`config.mk`:
```
export PLATFORM = sky130hd
export DESIGN_NAME = mod_memload_flat
export DESIGN_NICKNAME = d
export VERILOG_FILES = /design/src/rtl/memload_pkg.sv /design/src/rtl/memload_if.sv /design/src/rtl/mod_load_align.sv /design/src/rtl/mod_memload.sv /design/src/flat_wrapper.sv
export SDC_FILE = /design/constraint.sdc
export NUM_CORES = 1
export LEC_CHECK = 0
export BUFFER_PORTS_ARGS = -buffer_cell sky130_fd_sc_hd__buf_2
export CORE_MARGIN = 4
export CORE_UTILIZATION = 40
export DETAILED_ROUTE_END_ITERATION = 7
export SLEW_MARGIN = 25
export SYNTH_ARGS = -nofsm -noshare
export SYNTH_HDL_FRONTEND = slang
export SYNTH_SLANG_ARGS = --single-unit
```
`constraint.sdc`:
```
create_clock -name clk -period 2.1 [get_ports clk]
set_input_delay 0.525 -clock clk [delete_from_list [all_inputs] [get_ports clk]]
set_output_delay 0.525 -clock clk [all_outputs]
set_load 0.005 [all_outputs]
```
`src/rtl/memload_pkg.sv`:
```
// Shared types and constants for the memory-stage load unit.
// Optional split-load support is selected with MEMLOAD_SPLIT_EN.
package memload_pkg;

    localparam int QWORD_BYTES = 8;

    typedef enum logic [1:0] {
        B1 = 2'd0,
        B2 = 2'd1,
        B4 = 2'd2,
        B8 = 2'd3
    } ld_size_t;

    typedef enum logic [2:0] {
        S_IDLE  = 3'd0,
        S_REQ0  = 3'd1,
        S_WAIT0 = 3'd2,
        S_REQ1  = 3'd3,
        S_WAIT1 = 3'd4,
        S_DONE  = 3'd5,
        S_DRAIN = 3'd6
    } memload_state_t;

    function automatic logic [3:0] size_bytes(input ld_size_t size);
        return 4'd1 << size;
    endfunction

endpackage

```
`src/rtl/memload_if.sv`:
```
// Data-memory read port between the load unit (master) and memory (slave).
interface memload_if #(
    parameter int ADDR_W = 64,
    parameter int DATA_W = 64
);
    logic              mem_req_valid;
    logic              mem_req_ready;
    logic [ADDR_W-1:0] mem_req_addr;
    logic              mem_resp_valid;
    logic [DATA_W-1:0] mem_resp_data;

    modport master (
        output mem_req_valid,
        output mem_req_addr,
        input  mem_req_ready,
        input  mem_resp_valid,
        input  mem_resp_data
    );

    modport slave (
        input  mem_req_valid,
        input  mem_req_addr,
        output mem_req_ready,
        output mem_resp_valid,
        output mem_resp_data
    );
endinterface

```
`src/rtl/mod_load_align.sv`:
```
// Combinational byte extraction and sign/zero extension from two quadwords.
module mod_load_align
    import memload_pkg::*;
(
    input  logic [127:0] i_data,
    input  logic [2:0]   i_off,
    input  ld_size_t     i_size,
    input  logic         i_signed,
    output logic [63:0]  o_data
);
    logic [63:0] w_low;

    // Select the addressed bytes and extend them to 64 bits.
    always_comb begin
        w_low = i_data[{i_off, 3'b000} +: 64];
        case (i_size)
            B1:      o_data = {{56{i_signed & w_low[7]}},  w_low[7:0]};
            B2:      o_data = {{48{i_signed & w_low[15]}}, w_low[15:0]};
            B4:      o_data = {{32{i_signed & w_low[31]}}, w_low[31:0]};
            B8:      o_data = w_low;
            default: o_data = w_low;
        endcase
    end
endmodule

```
`src/rtl/mod_memload.sv`:
```
// Memory-stage load unit: one or two aligned reads, merge, extract, extend.
// Define MEMLOAD_SPLIT_EN to support quadword-crossing loads; otherwise they fault.
module mod_memload
    import memload_pkg::*;
#(
    parameter int ADDR_W = 64,
    parameter int DATA_W = 64
) (
    input  logic              clk,
    input  logic              reset,
    input  logic              ld_start,
    input  logic [ADDR_W-1:0] ld_addr,
    input  logic [1:0]        ld_size,
    input  logic              ld_signed,
    input  logic              flush,
    output logic              ld_busy,
    output logic              load_done,
    output logic [63:0]       load_buffer,
    output logic              ld_fault,
    memload_if.master         mem
);
    memload_state_t    r_state;
    logic [2:0]        r_off;
    ld_size_t          r_size;
    logic              r_signed;
    logic              r_cross;
    logic [DATA_W-1:0] r_q0;
    logic              r_busy;
    logic              r_load_done;
    logic              r_ld_fault;
    logic [63:0]       r_load_buffer;
    logic              r_req_valid;
    logic [ADDR_W-1:0] r_req_addr;
    logic [DATA_W-1:0] w_q1;
    logic [63:0]       w_aligned;

`ifdef MEMLOAD_SPLIT_EN
    logic [DATA_W-1:0] r_q1;
    assign w_q1 = r_q1;
`else
    assign w_q1 = {DATA_W{1'b0}};
`endif

    mod_load_align u_align (
        .i_data   ({w_q1, r_q0}),
        .i_off    (r_off),
        .i_size   (r_size),
        .i_signed (r_signed),
        .o_data   (w_aligned)
    );

    // Load FSM with all outputs registered alongside the state.
    always_ff @(posedge clk) begin
        if (!reset) begin
            r_state       <= S_IDLE;
            r_off         <= 3'd0;
            r_size        <= B1;
            r_signed      <= 1'b0;
            r_cross       <= 1'b0;
            r_q0          <= {DATA_W{1'b0}};
            r_busy        <= 1'b0;
            r_load_done   <= 1'b0;
            r_ld_fault    <= 1'b0;
            r_load_buffer <= 64'd0;
            r_req_valid   <= 1'b0;
            r_req_addr    <= {ADDR_W{1'b0}};
`ifdef MEMLOAD_SPLIT_EN
            r_q1          <= {DATA_W{1'b0}};
`endif
        end else begin
            r_load_done <= 1'b0;
            r_ld_fault  <= 1'b0;
            case (r_state)
                S_IDLE: begin
                    if (ld_start && !flush) begin
                        r_off       <= ld_addr[2:0];
                        r_size      <= ld_size_t'(ld_size);
                        r_signed    <= ld_signed;
                        r_cross     <= ({1'b0, ld_addr[2:0]} + size_bytes(ld_size_t'(ld_size))) > 4'(QWORD_BYTES);
                        r_req_addr  <= {ld_addr[ADDR_W-1:3], 3'b000};
                        r_req_valid <= 1'b1;
                        r_busy      <= 1'b1;
                        r_state     <= S_REQ0;
                    end else begin
                        r_state <= S_IDLE;
                    end
                end
                S_REQ0: begin
                    if (flush) begin
                        r_req_valid <= 1'b0;
                        r_busy      <= 1'b0;
                        r_state     <= S_IDLE;
                    end else if (mem.mem_req_ready) begin
                        r_req_valid <= 1'b0;
                        r_state     <= S_WAIT0;
                    end else begin
                        r_state <= S_REQ0;
                    end
                end
                S_WAIT0: begin
                    // A response in the flush cycle is the one being drained.
                    if (flush) begin
                        r_busy  <= !mem.mem_resp_valid;
                        r_state <= mem.mem_resp_valid ? S_IDLE : S_DRAIN;
                    end else if (mem.mem_resp_valid) begin
                        r_q0 <= mem.mem_resp_data;
`ifdef MEMLOAD_SPLIT_EN
                        if (r_cross) begin
                            r_req_addr  <= r_req_addr + {{(ADDR_W-4){1'b0}}, 4'd8};
                            r_req_valid <= 1'b1;
                            r_state     <= S_REQ1;
                        end else begin
                            r_state <= S_DONE;
                        end
`else
                        r_state <= S_DONE;
`endif
                    end else begin
                        r_state <= S_WAIT0;
                    end
                end
`ifdef MEMLOAD_SPLIT_EN
                S_REQ1: begin
                    if (flush) begin
                        r_req_valid <= 1'b0;
                        r_busy      <= 1'b0;
                        r_state     <= S_IDLE;
                    end else if (mem.mem_req_ready) begin
                        r_req_valid <= 1'b0;
                        r_state     <= S_WAIT1;
                    end else begin
                        r_state <= S_REQ1;
                    end
                end
                S_WAIT1: begin
                    if (flush) begin
                        r_busy  <= !mem.mem_resp_valid;
                        r_state <= mem.mem_resp_valid ? S_IDLE : S_DRAIN;
                    end else if (mem.mem_resp_valid) begin
                        r_q1    <= mem.mem_resp_data;
                        r_state <= S_DONE;
                    end else begin
                        r_state <= S_WAIT1;
                    end
                end
`endif
                S_DONE: begin
                    r_busy  <= 1'b0;
                    r_state <= S_IDLE;
                    if (flush) begin
                        r_load_done <= 1'b0;
`ifndef MEMLOAD_SPLIT_EN
                    end else if (r_cross) begin
                        r_ld_fault <= 1'b1;
`endif
                    end else begin
                        r_load_buffer <= w_aligned;
                        r_load_done   <= 1'b1;
                    end
                end
                S_DRAIN: begin
                    if (mem.mem_resp_valid) begin
                        r_busy  <= 1'b0;
                        r_state <= S_IDLE;
                    end else begin
                        r_state <= S_DRAIN;
                    end
                end
                default: begin
                    r_req_valid <= 1'b0;
                    r_busy      <= 1'b0;
                    r_state     <= S_IDLE;
                end
            endcase
        end
    end

    assign ld_busy           = r_busy;
    assign load_done         = r_load_done;
    assign load_buffer       = r_load_buffer;
    assign ld_fault          = r_ld_fault;
    assign mem.mem_req_valid = r_req_valid;
    assign mem.mem_req_addr  = r_req_addr;
endmodule

```
`src/flat_wrapper.sv`:
```
// flat-port wrapper written by rule: the top's interface ports become plain ports
module mod_memload_flat import memload_pkg::*;
#(
    parameter int ADDR_W = 64,
    parameter int DATA_W = 64
)
  (clk, reset, ld_start, ld_addr, ld_size, ld_signed, flush, ld_busy, load_done, load_buffer, ld_fault, mem_mem_req_valid, mem_mem_req_addr, mem_mem_req_ready, mem_mem_resp_valid, mem_mem_resp_data);
  memload_if #(.ADDR_W(ADDR_W), .DATA_W(DATA_W)) mem_i ();
  input  logic clk;
  input  logic reset;
  input  logic ld_start;
  input  logic [ADDR_W-1:0] ld_addr;
  input  logic [1:0] ld_size;
  input  logic ld_signed;
  input  logic flush;
  output logic ld_busy;
  output logic load_done;
  output logic [63:0] load_buffer;
  output logic ld_fault;
  output wire logic [$bits(mem_i.mem_req_valid)-1:0] mem_mem_req_valid;
  output wire logic [$bits(mem_i.mem_req_addr)-1:0] mem_mem_req_addr;
  input wire logic [$bits(mem_i.mem_req_ready)-1:0] mem_mem_req_ready;
  input wire logic [$bits(mem_i.mem_resp_valid)-1:0] mem_mem_resp_valid;
  input wire logic [$bits(mem_i.mem_resp_data)-1:0] mem_mem_resp_data;
  assign mem_mem_req_valid = mem_i.mem_req_valid;
  assign mem_mem_req_addr = mem_i.mem_req_addr;
  assign mem_i.mem_req_ready = mem_mem_req_ready;
  assign mem_i.mem_resp_valid = mem_mem_resp_valid;
  assign mem_i.mem_resp_data = mem_mem_resp_data;
  mod_memload #(.ADDR_W(ADDR_W), .DATA_W(DATA_W)) u_core (.clk(clk), .reset(reset), .ld_start(ld_start), .ld_addr(ld_addr), .ld_size(ld_size), .ld_signed(ld_signed), .flush(flush), .ld_busy(ld_busy), .load_done(load_done), .load_buffer(load_buffer), .ld_fault(ld_fault), .mem(mem_i));
endmodule
```
=== Yosys cells after proc, flatten, opt, wreduce, memory -nomap -nowiden ===
Index checks and enable logic that the tools add are counted.
Widths: inputs -> output; s select.

* Register bits: 203
* Input bits: 137
* Output and inout bits: 132
* Logic and storage cells: 66

* Add/subtract/negate cells: 1
* Order comparisons: 1
* Eq/ne operators: 12
* Shifts and indexed selects: 2
* Muxes and demuxes: 18
* Bitwise operators: 8
* Reductions and logical operators: 12

{| class="wikitable"
|+ Operators with widths
! cell !! number
|-
| $pmux 64 s4 || 1
|-
| $shiftx 128x7->64 || 1
|-
| $mux 3 || 4
|-
| $pmux 3 s4 || 1
|-
| $mux 1 || 9
|-
| $reduce_and 3->1 || 3
|-
| $eq 3x3->1 const B || 2
|-
| $ne 2x2->1 const B || 3
|-
| $reduce_or 3->1 || 2
|-
| $not 1->1 || 5
|-
| $add 3x4->4 || 1
|-
| $eq 2x2->1 const B || 2
|-
| $gt 4x4->1 const B || 1
|-
| $pmux 1 s4 || 1
|-
| $reduce_and 4->1 || 1
|-
| $shl 1x2->4 const A || 1
|-
| $and 1x1->1 || 3
|-
| $eq 3x1->1 const B || 1
|-
| $eq 3x2->1 const B || 1
|-
| $logic_not 3->1 || 1
|-
| $ne 3x3->1 const B || 1
|-
| $pmux 1 s3 || 1
|-
| $eq 2x1->1 const B || 1
|-
| $logic_not 1->1 || 2
|-
| other kinds (5) || 5
|}

=== Logic depth before layout (Yosys ltp) ===
Gate-level depths: netlist of the first run.

* Word-level depth: 4
* Depth in mapped cells: 9
* Mapped depth without buffers: 7

=== Modules after synthesis ===
From an unflattened synthesis of the first run, not the netlist that was laid out.

* Cells, all modules: 1216
* Area total of the unflattened synthesis: 11333.4 um2

{| class="wikitable"
|+ By module, submodules not included
! module !! times used !! cells each !! area each (um2) !! sequential area each (um2)
|-
| mod_memload || 1 || 917 || 7753.7 || 4063.9
|-
| mod_load_align || 1 || 299 || 3579.7 || 0.0
|}

=== Worst setup path after synthesis of the first run ===
Ideal clock, no wire load.

* Path kind: input to register
* From: input port ld_size[1]
* To: register u_core.r_cross
* Setup time: 0.132 ns
* Arrival: 1.615 ns
* Required time: 1.968 ns
* Slack: 0.353 ns
* Stages: 6
* Buffers on the path: 0
* Path through: nor2_1 ha_1 fa_1 xor2_1 o311ai_0 a21oi_1

* Longest elaborated chain between the ends: 3

{| class="wikitable"
|+ Ends and longest elaborated chain
! what !! RTL line !! source
|-
| from (decl) || flat_wrapper.sv:13 || <nowiki>input logic [1:0] ld_size;</nowiki>
|-
| $shl 1x2->4 || memload_pkg.sv:25 || <nowiki>return 4'd1 << size;</nowiki>
|-
| $add 3x4->4 || mod_memload.sv:79 || <nowiki>r_cross <= ({1'b0, ld_addr[2:0]} + size_bytes(ld_size_t'(ld_size))) > 4'(QWORD_BYTES);</nowiki>
|-
| $gt 4x4->1 || mod_memload.sv:79 ||
|-
| to (signal assigned) || mod_memload.sv:79 ||
|-
| to (decl) || mod_memload.sv:26 || <nowiki>logic r_cross;</nowiki>
|}

No other way between the ends.
A chain may end at the register's enable or synchronous reset.

=== Final worst setup path of the first run ===
* From: register u_core.r_off[1]
* To: register u_core.r_load_buffer[24], in the netlist u_core.load_buffer[24]

* Longest elaborated chain between the ends: 3
* Elaborated cells between the ends (all ways): 4
* Classes of those cells: shift: 1; mux: 1; bitwise: 2

{| class="wikitable"
|+ Ends and longest elaborated chain
! what !! RTL line !! source
|-
| from (decl) || mod_memload.sv:23 || <nowiki>logic [2:0] r_off;</nowiki>
|-
| from (signal assigned) || mod_memload.sv:76 || <nowiki>r_off <= ld_addr[2:0];</nowiki>
|-
| $shiftx 128x7->64 (*) || mod_load_align.sv:15 || <nowiki>w_low = i_data[{i_off, 3'b000} +: 64];</nowiki>
|-
| $and 1x1->1, on equally long branches || mod_load_align.sv:18, mod_load_align.sv:17 ||
|-
| $pmux 64 s4 (*) || mod_load_align.sv:16 || <nowiki>case (i_size)</nowiki>
|-
| to (signal assigned) || mod_memload.sv:157 || <nowiki>r_load_buffer <= w_aligned;</nowiki>
|-
| to (decl) || mod_memload.sv:31 || <nowiki>logic [63:0] r_load_buffer;</nowiki>
|}

Mark *: on every way between the ends. The rest lies on a longest branch, timed or not. The select of a mux whose other input is x is not followed.

==> impl_metrics.json, run 1 <==
{
  "status": "complete, no violations",
  "yosys-top-cells-area": "dfxtp_1 (43%), nand2_1 (12%), a21oi_1 (8.9%)",
  "drv_cap": 0,
  "min_period_over_period_pct": 93.2,
  "powerDensity_nw_per_um2": 712,
  "ant_nets": 0,
  "power_switching_w": 0.00192,
  "p_seq_share_pct": 47.0,
  "power_w": 0.00845,
  "dieArea_um2": 26200,
  "viasPerCell": 5.16,
  "endpoint_kind": "flop",
  "syn2layout_area_growth_pct": 25.5,
  "postSynthAreaPerCell_um2": 8.59,
  "stdcell_count": 1671,
  "path_max_fanout": 42,
  "hold_class": "in2reg",
  "first_iter_violations": 600,
  "fmax_ghz": 0.511,
  "worstReg2RegStart": "u_core.r_off[1]$_SDFFE_PN0P_",
  "yosys_warnings": 0,
  "drt_first_pass_iters": 5,
  "required_ns": 2.53,
  "slew_viol_final": 0,
  "period_needed_ns": 1.96,
  "antenna_found_initial": 12,
  "p_clk_share_pct": 45.2,
  "min_from": "ld_addr[47]",
  "grt_max_degree": 72,
  "setup_tns_ns": 0,
  "hold_path_end": "u_core.mem.mem_req_addr[47]$_SDFFE_PN0P_",
  "gp_congestion": 0.921,
  "finalWorstSetupSlack_ns": 0.143,
  "overflow": 0,
  "ctsRootBufferMaster": "clkbuf_16",
  "r2r-end": "u_core.load_buffer[24]$_SDFFE_PN0P_",
  "fin_worst_skew_ns": 0.00996,
  "cp-start-kind": "flop",
  "netlist_area_um2": 9460,
  "ys_seq_area_share_pct": 43.0,
  "die_x_um": 162,
  "cts_hold_buf": 0,
  "reg2reg_depth": 5,
  "syn_inst": 1101,
  "cts.sinks": 203,
  "synth-seq-cells": 203,
  "leakage_nw": 4.68,
  "numCtsBuffers": 23,
  "nFillCells": 2259,
  "routedWlPerCell_um": 17.5,
  "finalHoldViolCount": 0,
  "clock_latency_ns": 0.50,
  "die_h_um": 162,
  "clk_pin_slew_ns": 0.06,
  "dpl.cell_count": 1633,
  "dp_hpwl_mm": 21.9,
  "yosys.area.top_type": "dfxtp_1",
  "place_ws_ns": 0.101,
  "rows": 55,
  "grt_usage_pct": 21.3,
  "dr_total_vias": 8624,
  "grt_pass1_vias": 8207,
  "rsz0062_at_grt": "no",
  "drc": 0,
  "nNetsFinal": 1489,
  "intPower_w": 0.00653,
  "post-cts-setup-buffers": 0,
  "cts_tree": "done",
  "start_util_pct": 41.3,
  "holdWs_ns": 0.257,
  "switching_share_pct": 22.8,
  "drive_gt1_share_pct": 30.4,
  "critPathArrivalTime_ns": 2.38,
  "clockBufferDepth": 3,
  "cts_max_level": 1,
  "reg2reg_slack_ns": 0.14,
  "core_um2": 22900,
  "port_buffers": 265,
  "pwr-share-comb_pct": 7.8,
  "io_pins": 269,
  "criticalPathCategory": "reg2reg",
  "finalWirelength_mm": 29.2,
  "vdd_ir_drop_max_mv": 0.578,
  "cts_resized": 0,
  "finalSetupViolations": 0,
  "grt_pass1_wl_mm": 45.1,
  "whs_path_depth": 3,
  "synthDistinctLibCells": 48,
  "synth_top_area_share_pct": 43.0
}
synthesized netlist by cell type, drive strengths merged:
library cell  instances
nand2               298
dfxtp               203
a21oi               189
nor2                 53
clkbuf               50
mux2i                45
buf                  44
o21ai                42
o221a                23
mux4                 22
a211oi               16
nor2b                16
o22ai                16
nand2b               15
inv                  11
and2                 10
a2bb2oi               7
ha                    6
or2b                  5
a22oi                 4
nand3                 4
nand3b                2
nand4b                2
nor3                  2
o211ai                2
o311ai                2
xor2                  2
a21o                  1
a41o                  1
a41oi                 1
and3                  1
and3b                 1
conb                  1
fa                    1
nand4                 1
o2111ai               1
or3                   1
through the flow:
stage,util [%],instance area [um2]
floorplan,-,9460
global placement,48.6,11100
detailed placement,48.6,11100
CTS,51.7,11900
global route,51.8,11900
finish,51.8,11900
area by class of cell:
type | count | area, um2 | area share (%)
antenna | 3 | 7.51 | 0.0633
clock buffer | 31 | 666 | 5.61
clock inverter | 4 | 45.0 | 0.380
inverter | 11 | 43.8 | 0.369
multi-input combinational | 795 | 4830 | 40.7
sequential | 203 | 4070 | 34.3
tap | 313 | 392 | 3.30
timing repair buffer | 311 | 1810 | 15.2
cells by family after synthesis:
group | count (synthesis) | synth area share (%)
AO/OA/AOI/OAI | 305 | 21.5
XOR/XNOR | 2 | 0.185
AND/OR/NAND/NOR | 411 | 18.1
other | 1 | 0.0397
adder cells (fa/ha/maj) | 7 | 1.01
buffers and inverters | 105 | 6.13
multiplexers | 67 | 10.0
flip-flops | 203 | 43.0
power groups by stage:
stage	clock, W	combinational (W)	sequential, W
floorplan	0	0.000370	0.00405
global placement	0	0.000655	0.00405
detailed placement	0	0.000659	0.00406
CTS	0.00390	0.000661	0.00397
global route	0.00407	0.000733	0.00398
finish	0.00382	0.000658	0.00397
worst max-delay path by stage:
stage                                 start                             endpoint  slack, ns  cells after the start
2_1_floorplan                    ld_size[1]          u_core.r_cross$_SDFFE_PN0P_       0.35                      6
3_3_place_gp                     ld_size[0]          u_core.r_cross$_SDFFE_PN0P_       0.15                      8
3_5_place_dp                     ld_size[0]          u_core.r_cross$_SDFFE_PN0P_       0.10                      8
4_1_cts        u_core.r_off[1]$_SDFFE_PN0P_  u_core.load_buffer[20]$_SDFFE_PN0P_       0.18                      7
5_1_grt        u_core.r_off[1]$_SDFFE_PN0P_   u_core.load_buffer[8]$_SDFFE_PN0P_       0.02                      6
6_report       u_core.r_off[1]$_SDFFE_PN0P_  u_core.load_buffer[24]$_SDFFE_PN0P_       0.14                      5
cell usage in the layout (no fill, tap or decap), types with 5 or more instances in the layout:
| cell type | synthesis | final |
|---|---|---|
| and2_1 | 10 | 9 |
| clkbuf_16 | 0 | 23 |
| nor2_1 | 52 | 51 |
| buf_4 | 5 | 35 |
| buf_12 | 3 | 11 |
| o221a_2 | 13 | 13 |
| nor2b_1 | 16 | 16 |
| a21oi_4 | 20 | 20 |
| a21oi_1 | 169 | 169 |
| or2b_1 | 5 | 5 |
| o22ai_1 | 16 | 16 |
| nand2b_1 | 15 | 15 |
| dfxtp_1 | 203 | 201 |
| a211oi_1 | 16 | 16 |
| o221a_1 | 10 | 10 |
| mux2i_1 | 44 | 44 |
| o21ai_0 | 42 | 42 |
| clkbuf_8 | 0 | 6 |
| a2bb2oi_1 | 7 | 7 |
| nand2_1 | 298 | 297 |
| buf_2 | 22 | 265 |
| inv_1 | 10 | 10 |
| ha_1 | 6 | 6 |
| mux4_2 | 22 | 22 |
critical path: stages (launching register included):
cell,delay [ns]
dfxtp_2,0.47
buf_4,0.47
nand2b_1,0.29
o22ai_1,0.32
nand2_1,0.18
a21oi_4,0.16
registers in the layout (all words and copies together), names as in the netlist:
signal	count
u_core.mem.mem_req_addr	61
u_core.ld_busy	1
u_core.ld_fault	1
u_core.r_q0	64
u_core.load_buffer	64
u_core.r_state	3
u_core.r_signed	1
u_core.mem.mem_req_valid	1
u_core.r_off	3
u_core.r_size	2
u_core.r_cross	1
u_core.load_done	1
layer usage:
metal / part of all wire, % / GRT usage, % / up-vias
met3: 7.7 / 5.94 / 67
li1: - / - / 4274
met5: 0.47 / 0 / -
met1: 43 / 28.2 / 3955
met4: 2.6 / 5.96 / 18
met2: 46 / 34.4 / 310
(Power assumes the default switching activity.)
==> run 2: changes to the inputs <==
--- a/config.mk
+++ b/config.mk
@@ -9,6 +9,7 @@
 export CORE_MARGIN = 4
 export CORE_UTILIZATION = 40
 export DETAILED_ROUTE_END_ITERATION = 7
+export REMOVE_ABC_BUFFERS = 1
 export SLEW_MARGIN = 25
 export SYNTH_ARGS = -nofsm -noshare
 export SYNTH_HDL_FRONTEND = slang
==> run 2 against run 1 <==
Effect of this change: global-route usage is 0.054 points lower; flip-flop and latch count stayed put; via count fell by 0.71%; total power rose by 3.4%; clock-buffer cell count up 5; sequential power hardly changed; clock power up 7.3%; non-clock buffer count is 7 lower; critical path depth is 1 higher; critical endpoint is now u_core.load_buffer[61]$_SDFFE_PN0P_.
==> impl_metrics.json, run 2 (synthesis results as in run 1) <==
{
  "status": "complete, no violations",
  "finalSetupViolations": 0,
  "ctsRootBufferMaster": "clkbuf_16",
  "post-cts-setup-buffers": 0,
  "min_period_over_period_pct": 92.6,
  "cts.sinks": 203,
  "core_um2": 22900,
  "grt_pass1_wl_mm": 45.8,
  "endpoint_kind": "flop",
  "layout_commonest_cell": "nand2_1",
  "rows": 55,
  "drive_gt1_share_pct": 30.0,
  "drv_cap": 0,
  "routedWlPerCell_um": 17.2,
  "first_iter_violations": 537,
  "vdd_ir_drop_max_mv": 0.533,
  "grt_usage_pct": 21.3,
  "antenna_found_initial": 3,
  "nFillCells": 2204,
  "cts_hold_buf": 0,
  "intPower_w": 0.00672,
  "tightest_slew_ns": 0.644,
  "path_max_fanout": 16,
  "final_cell_mix": "nand2_1 (297), buf_2 (265), dfxtp_1 (200), a21oi_1 (169), nor2_1 (51)",
  "powerDensity_nw_per_um2": 735,
  "die_h_um": 162,
  "p_seq_share_pct": 45.5,
  "critPathArrivalTime_ns": 2.34,
  "ant_nets": 0,
  "design_area_um2": 11900,
  "finalHoldViolCount": 0,
  "fin_worst_skew_ns": 0.00594,
  "holdWs_ns": 0.247,
  "placed_area_um2": 11100,
  "cts_tree": "done",
  "diodes": 0,
  "stdcell_count": 1668,
  "cts_max_level": 1,
  "overflow": 0,
  "power_switching_w": 0.00202,
  "clock_latency_ns": 0.51,
  "dpl.cell_count": 1626,
  "viasPerCell": 5.13,
  "grt_pass1_vias": 8623,
  "clockBufferDepth": 3,
  "gp_congestion": 0.878,
  "switching_share_pct": 23.1,
  "syn2layout_area_growth_pct": 25.8,
  "criticalPathCategory": "reg2reg",
  "dr_total_vias": 8563,
  "slew_viol_final": 0,
  "leakage_nw": 4.67,
  "dieArea_um2": 26200,
  "hold_class": "in2reg",
  "drc": 0,
  "cts_resized": 0,
  "start_util_pct": 41.3,
  "dp_hpwl_mm": 20.3,
  "drt_first_pass_iters": 5,
  "power_w": 0.00874,
  "pwr-share-comb_pct": 7.6,
  "critPathMaxStageDelay_ns": 0.47,
  "io_pins": 269,
  "path_cells": "mux2i_2 -> a22oi_2 -> a41oi_2 -> and3_1 -> buf_12 -> a21oi_1",
  "required_ns": 2.49,
  "port_buffers": 265,
  "finalWirelength_mm": 28.7,
  "cp_slowest_cell": "dfxtp_2",
  "rsz0062_at_grt": "no",
  "period_needed_ns": 1.95,
  "numCtsBuffers": 24,
  "die_x_um": 162,
  "p_clk_share_pct": 46.9,
  "grt_max_degree": 66,
  "fmax_ghz": 0.514,
  "cp-start-kind": "flop",
  "clk_pin_slew_ns": 0.06,
  "nNetsFinal": 1483,
  "relSlewSlack_pct": 57.0
}
==> run 2: cell count changes in the layout (fill, tap and decap cells not counted), moves of 2 or more <==
cell	previous run	this run
buf_4	35	26
clkbuf_1	2	9
clkbuf_8	6	2
clkbuf_16	23	25
diode_2	3	0
buf_12	11	13
==> run 2: path summary, 6_finish.rpt <==
check | endpoint | slack (ns) | cells past startpoint | from
worst max-delay path | u_core.load_buffer[61]$_SDFFE_PN0P_ | 0.15 | 6 | u_core.r_off[1]$_SDFFE_PN0P_
worst min-delay path | u_core.r_q0[62]$_SDFFE_PN0N_ | 0.25 | 3 | mem_mem_resp_data[62]
worst max register to register | u_core.load_buffer[61]$_SDFFE_PN0P_ | 0.15 | 6 | u_core.r_off[1]$_SDFFE_PN0P_
worst min register to register | u_core.mem.mem_req_addr[53]$_SDFFE_PN0P_ | 0.45 | 2 | u_core.mem.mem_req_addr[53]$_SDFFE_PN0P_
==> run 2: cell type report <==
type	instances	area, um2	share of cell area [%]
tap	313	392	3.29
clock inverter	6	86.3	0.726
inverter	11	43.8	0.368
multi-input combinational	795	4830	40.6
sequential	203	4070	34.2
clock buffer	36	687	5.78
timing repair buffer	304	1780	15.0
==> run 2: worst max-delay path: cells and delay by family, from the launching register on <==
kind                   cells  cell delay (ns)
AOI/OAI and AO/OA          3             0.51
buffers and inverters      1             0.22
and+or+nand+nor            1             0.25
DFF                        1             0.47
muxes                      1             0.37
==> run 2: power groups by stage <==
| stage | logic [W] | registers, W | clock network (W) |
|---|---|---|---|
| 6_report | 0.000665 | 0.00398 | 0.00410 |
| 4_1_cts | 0.000674 | 0.00398 | 0.00420 |
| 5_1_grt | 0.000738 | 0.00399 | 0.00437 |
| 3_5_place_dp | 0.000672 | 0.00406 | 0 |
| 2_1_floorplan | 0.000266 | 0.00410 | 0 |
| 3_3_place_gp | 0.000666 | 0.00406 | 0 |
==> run 2: through the flow <==
step	TNS [ns]	util (%)	setup slack [ns]
2_1_floorplan	-153.37	-	-2.09
3_3_place_gp	0	48.5	0.157
3_5_place_dp	0	48.5	0.115
4_1_cts	0	51.9	0.179
5_1_grt	0	51.9	0.0215
6_report	0	51.9	0.154
==> run 2: per-layer routing <==
metal	share of wire (%)	routed length, um	up-vias	global-route usage (%)
met4	2.8	796	6	5.96
met2	48	13600	269	36.0
met1	42	12000	3978	26.7
met5	0.077	22	-	0
met3	7.7	2220	56	5.86
li1	-	-	4254	-
==> run 3: changes to the inputs <==
--- a/config.mk
+++ b/config.mk
@@ -5,6 +5,7 @@
 export SDC_FILE = /design/constraint.sdc
 export NUM_CORES = 1
 export LEC_CHECK = 0
+export ABC_AREA = 1
 export BUFFER_PORTS_ARGS = -buffer_cell sky130_fd_sc_hd__buf_2
 export CORE_MARGIN = 4
 export CORE_UTILIZATION = 40
==> run 3 against run 2 <==
Effect of this change: register-to-register slack gained 0.03 ns; hold slack gained 0.024 ns; global-route usage grew 0.62 points; total power shrank 0.71%; clock skew grew 0.0079 ns; via count grew 13%; final cell count grew 17%; clock-buffer cell count shrank 3; setup slack gained 0.025 ns; critical path type unchanged.
==> impl_metrics.json, run 3 <==
{
  "multi_input_area_um2": 4590,
  "criticalPathCategory": "reg2reg",
  "critical_path.top_delay_family": "simple AND/OR/NAND/NOR gates",
  "yosys_warnings": 0,
  "die_h_um": 162,
  "hold_class": "in2reg",
  "required_ns": 2.53,
  "port_buffers": 265,
  "dr_total_vias": 9704,
  "rows": 56,
  "synthDistinctLibCells": 31,
  "cts_hold_buf": 0,
  "antenna_found_initial": 0,
  "ctsRootBufferMaster": "clkbuf_16",
  "routedWlPerCell_um": 15.3,
  "holdWs_ns": 0.271,
  "grt_pass1_vias": 8975,
  "drv_cap": 0,
  "nNetsFinal": 1763,
  "whs_path_depth": 3,
  "drive_gt1_share_pct": 21.6,
  "stdcell_count": 1951,
  "yosys-top-cells-area": "dfxtp_1 (43%), nor2_1 (13%), o21ai_0 (12%)",
  "nFillCells": 2391,
  "r2r-end": "u_core.load_buffer[54]$_SDFFE_PN0P_",
  "endpoint_kind": "flop",
  "overflow": 0,
  "critPathMaxStageDelay_ns": 0.48,
  "clk_pin_slew_ns": 0.06,
  "clock_latency_ns": 0.50,
  "cp-start-kind": "flop",
  "status": "complete, no violations",
  "fin_worst_skew_ns": 0.0139,
  "regArea_um2": 4070,
  "start_util_pct": 40.6,
  "drc": 0,
  "first_iter_violations": 779,
  "cts_tree": "done",
  "worstReg2RegStart": "u_core.r_off[0]$_SDFFE_PN0P_",
  "diodes": 0,
  "io_pins": 269,
  "cts_resized": 0,
  "final_cell_mix": "nor2_1 (323), buf_2 (264), o21ai_0 (219), dfxtp_1 (201), nand2_1 (191)",
  "yosys.area.top_type": "dfxtp_1",
  "min_period_over_period_pct": 91.4,
  "drt_first_pass_iters": 5,
  "syn_inst": 1399,
  "ys_seq_area_share_pct": 42.7,
  "cp_slowest_cell": "dfxtp_2",
  "clockBufferDepth": 3,
  "finalHoldViolCount": 0,
  "synth_top_area_share_pct": 42.7,
  "ys_top_cells_by_count": "nor2_1 (323), o21ai_0 (219), dfxtp_1 (203)",
  "rsz0062_at_grt": "no",
  "synthFlopType": "dfxtp_1",
  "ant_nets": 0,
  "cts.sinks": 203,
  "synthMostInstantiatedCell": "nor2_1",
  "grt_usage_pct": 21.9,
  "dpl.cell_count": 1913,
  "layout_commonest_cell": "nor2_1",
  "die_x_um": 162,
  "fmax_ghz": 0.521,
  "cts_max_level": 1,
  "gp_congestion": 0.824,
  "vdd_ir_drop_max_mv": 0.405,
  "post-cts-setup-buffers": 0,
  "dp_hpwl_mm": 21.2,
  "reg2reg_slack_ns": 0.18,
  "finalWirelength_mm": 29.9,
  "cp-startpoint": "u_core.r_off[0]$_SDFFE_PN0P_",
  "synth-seq-cells": 203,
  "numCtsBuffers": 23,
  "critPathArrivalTime_ns": 2.35,
  "endpoint": "u_core.load_buffer[54]$_SDFFE_PN0P_",
  "path_cells": "buf_4 -> nand2_1 -> nand3_2 -> nand3_1 -> nand2_2 -> nand2_4 -> nand2_4 -> nor2_1 -> nor2_1",
  "grt_max_degree": 110,
  "core_um2": 23500,
  "crit_buf_inv": 1,
  "worst-path-stages": 9,
  "slew_viol_final": 0,
  "postSynthAreaPerCell_um2": 6.81,
  "synth_edf_count": 0,
  "period_needed_ns": 1.92,
  "grt_pass1_wl_mm": 47.4,
  "viasPerCell": 4.97,
  "finalSetupViolations": 0,
  "netlist_area_um2": 9520,
  "reg2reg_depth": 9,
  "leakage_nw": 5.58,
  "path_max_fanout": 37,
  "powerDensity_nw_per_um2": 738,
  "syn2layout_area_growth_pct": 23.4,
  "synthArstFlopShare_pct": 0,
  "dieArea_um2": 26300
}
## run 3: changes by cell type after synthesis, sizes merged, moves of 23 or more
cell    delta
mux2i     -45
nor2     +271
a21oi    -119
inv       +75
o211ai    +31
nand3    +111
o21ai    +181
nand2    -100
o221a     -23
## run 3: how the worst min path moves through the flow
stage                                            start                                        to  slack [ns]
final                                       ld_addr[9]   u_core.mem.mem_req_addr[9]$_SDFFE_PN0P_        0.27
after global routing                       ld_addr[63]  u_core.mem.mem_req_addr[63]$_SDFFE_PN0P_        0.28
after CTS                                  ld_addr[63]  u_core.mem.mem_req_addr[63]$_SDFFE_PN0P_        0.25
after detailed placement  u_core.r_q0[30]$_SDFFE_PN0N_              u_core.r_q0[30]$_SDFFE_PN0N_        0.46
after global placement    u_core.r_q0[49]$_SDFFE_PN0N_              u_core.r_q0[49]$_SDFFE_PN0N_        0.45
after floorplan           u_core.r_q0[18]$_SDFFE_PN0N_              u_core.r_q0[18]$_SDFFE_PN0N_        0.44
## run 3: metrics by stage
stage               instance area [um2]  utilization, %  setup WS (ns)  TNS, ns  total power (W)
global route                      11800            50.1       0.000998        0          0.00907
global placement                  11100            47.2          0.186        0          0.00506
finish                            11800            50.1          0.180        0          0.00868
detailed placement                11100            47.2          0.151        0          0.00507
CTS                               11800            50.1          0.171        0          0.00879
floorplan                          8960               -          -1.83  -175.67          0.00458
## run 3: kinds of logic (layout without fill, tap and decap cells)
logic type,after synthesis,count (layout),synth area share (%)
other,1,3,0.0394
DFF,203,203,42.7
AOI/OAI and AO/OA,334,334,18.6
buffers and inverters,198,429,9.37
adders and majority gates,7,7,0.998
and+or+nand+nor,655,655,28.2
xor gates and xnor gates,1,1,0.0920
## run 3: report_power, final
part           switching [W]  internal, W
registers          0.0000622      0.00396
clock network        0.00152      0.00217
logic               0.000593     0.000371
total                0.00218      0.00650
## run 3: layout make-up
class / instances / area share, %
Inverter: 86 / 2.75
Clock buffer: 33 / 5.30
Timing Repair Buffer: 305 / 14.5
Sequential cell: 203 / 34.6
Clock inverter: 5 / 0.426
Multi-Input combinational cell: 1000 / 39.1
Tap cell: 319 / 3.39
## run 3: worst min-delay path, cell delays in order
cell     delay, ns
buf_2         0.07
o21ai_0       0.07
nor2_1        0.08
## run 3: layer usage
layer	up-vias	part of all wire [%]	track usage (%)
li1	4997	-	-
met1	4352	45	29.8
met2	320	45	36.6
met3	35	7.3	4.19
met4	0	1.9	4.11
met5	-	0	0
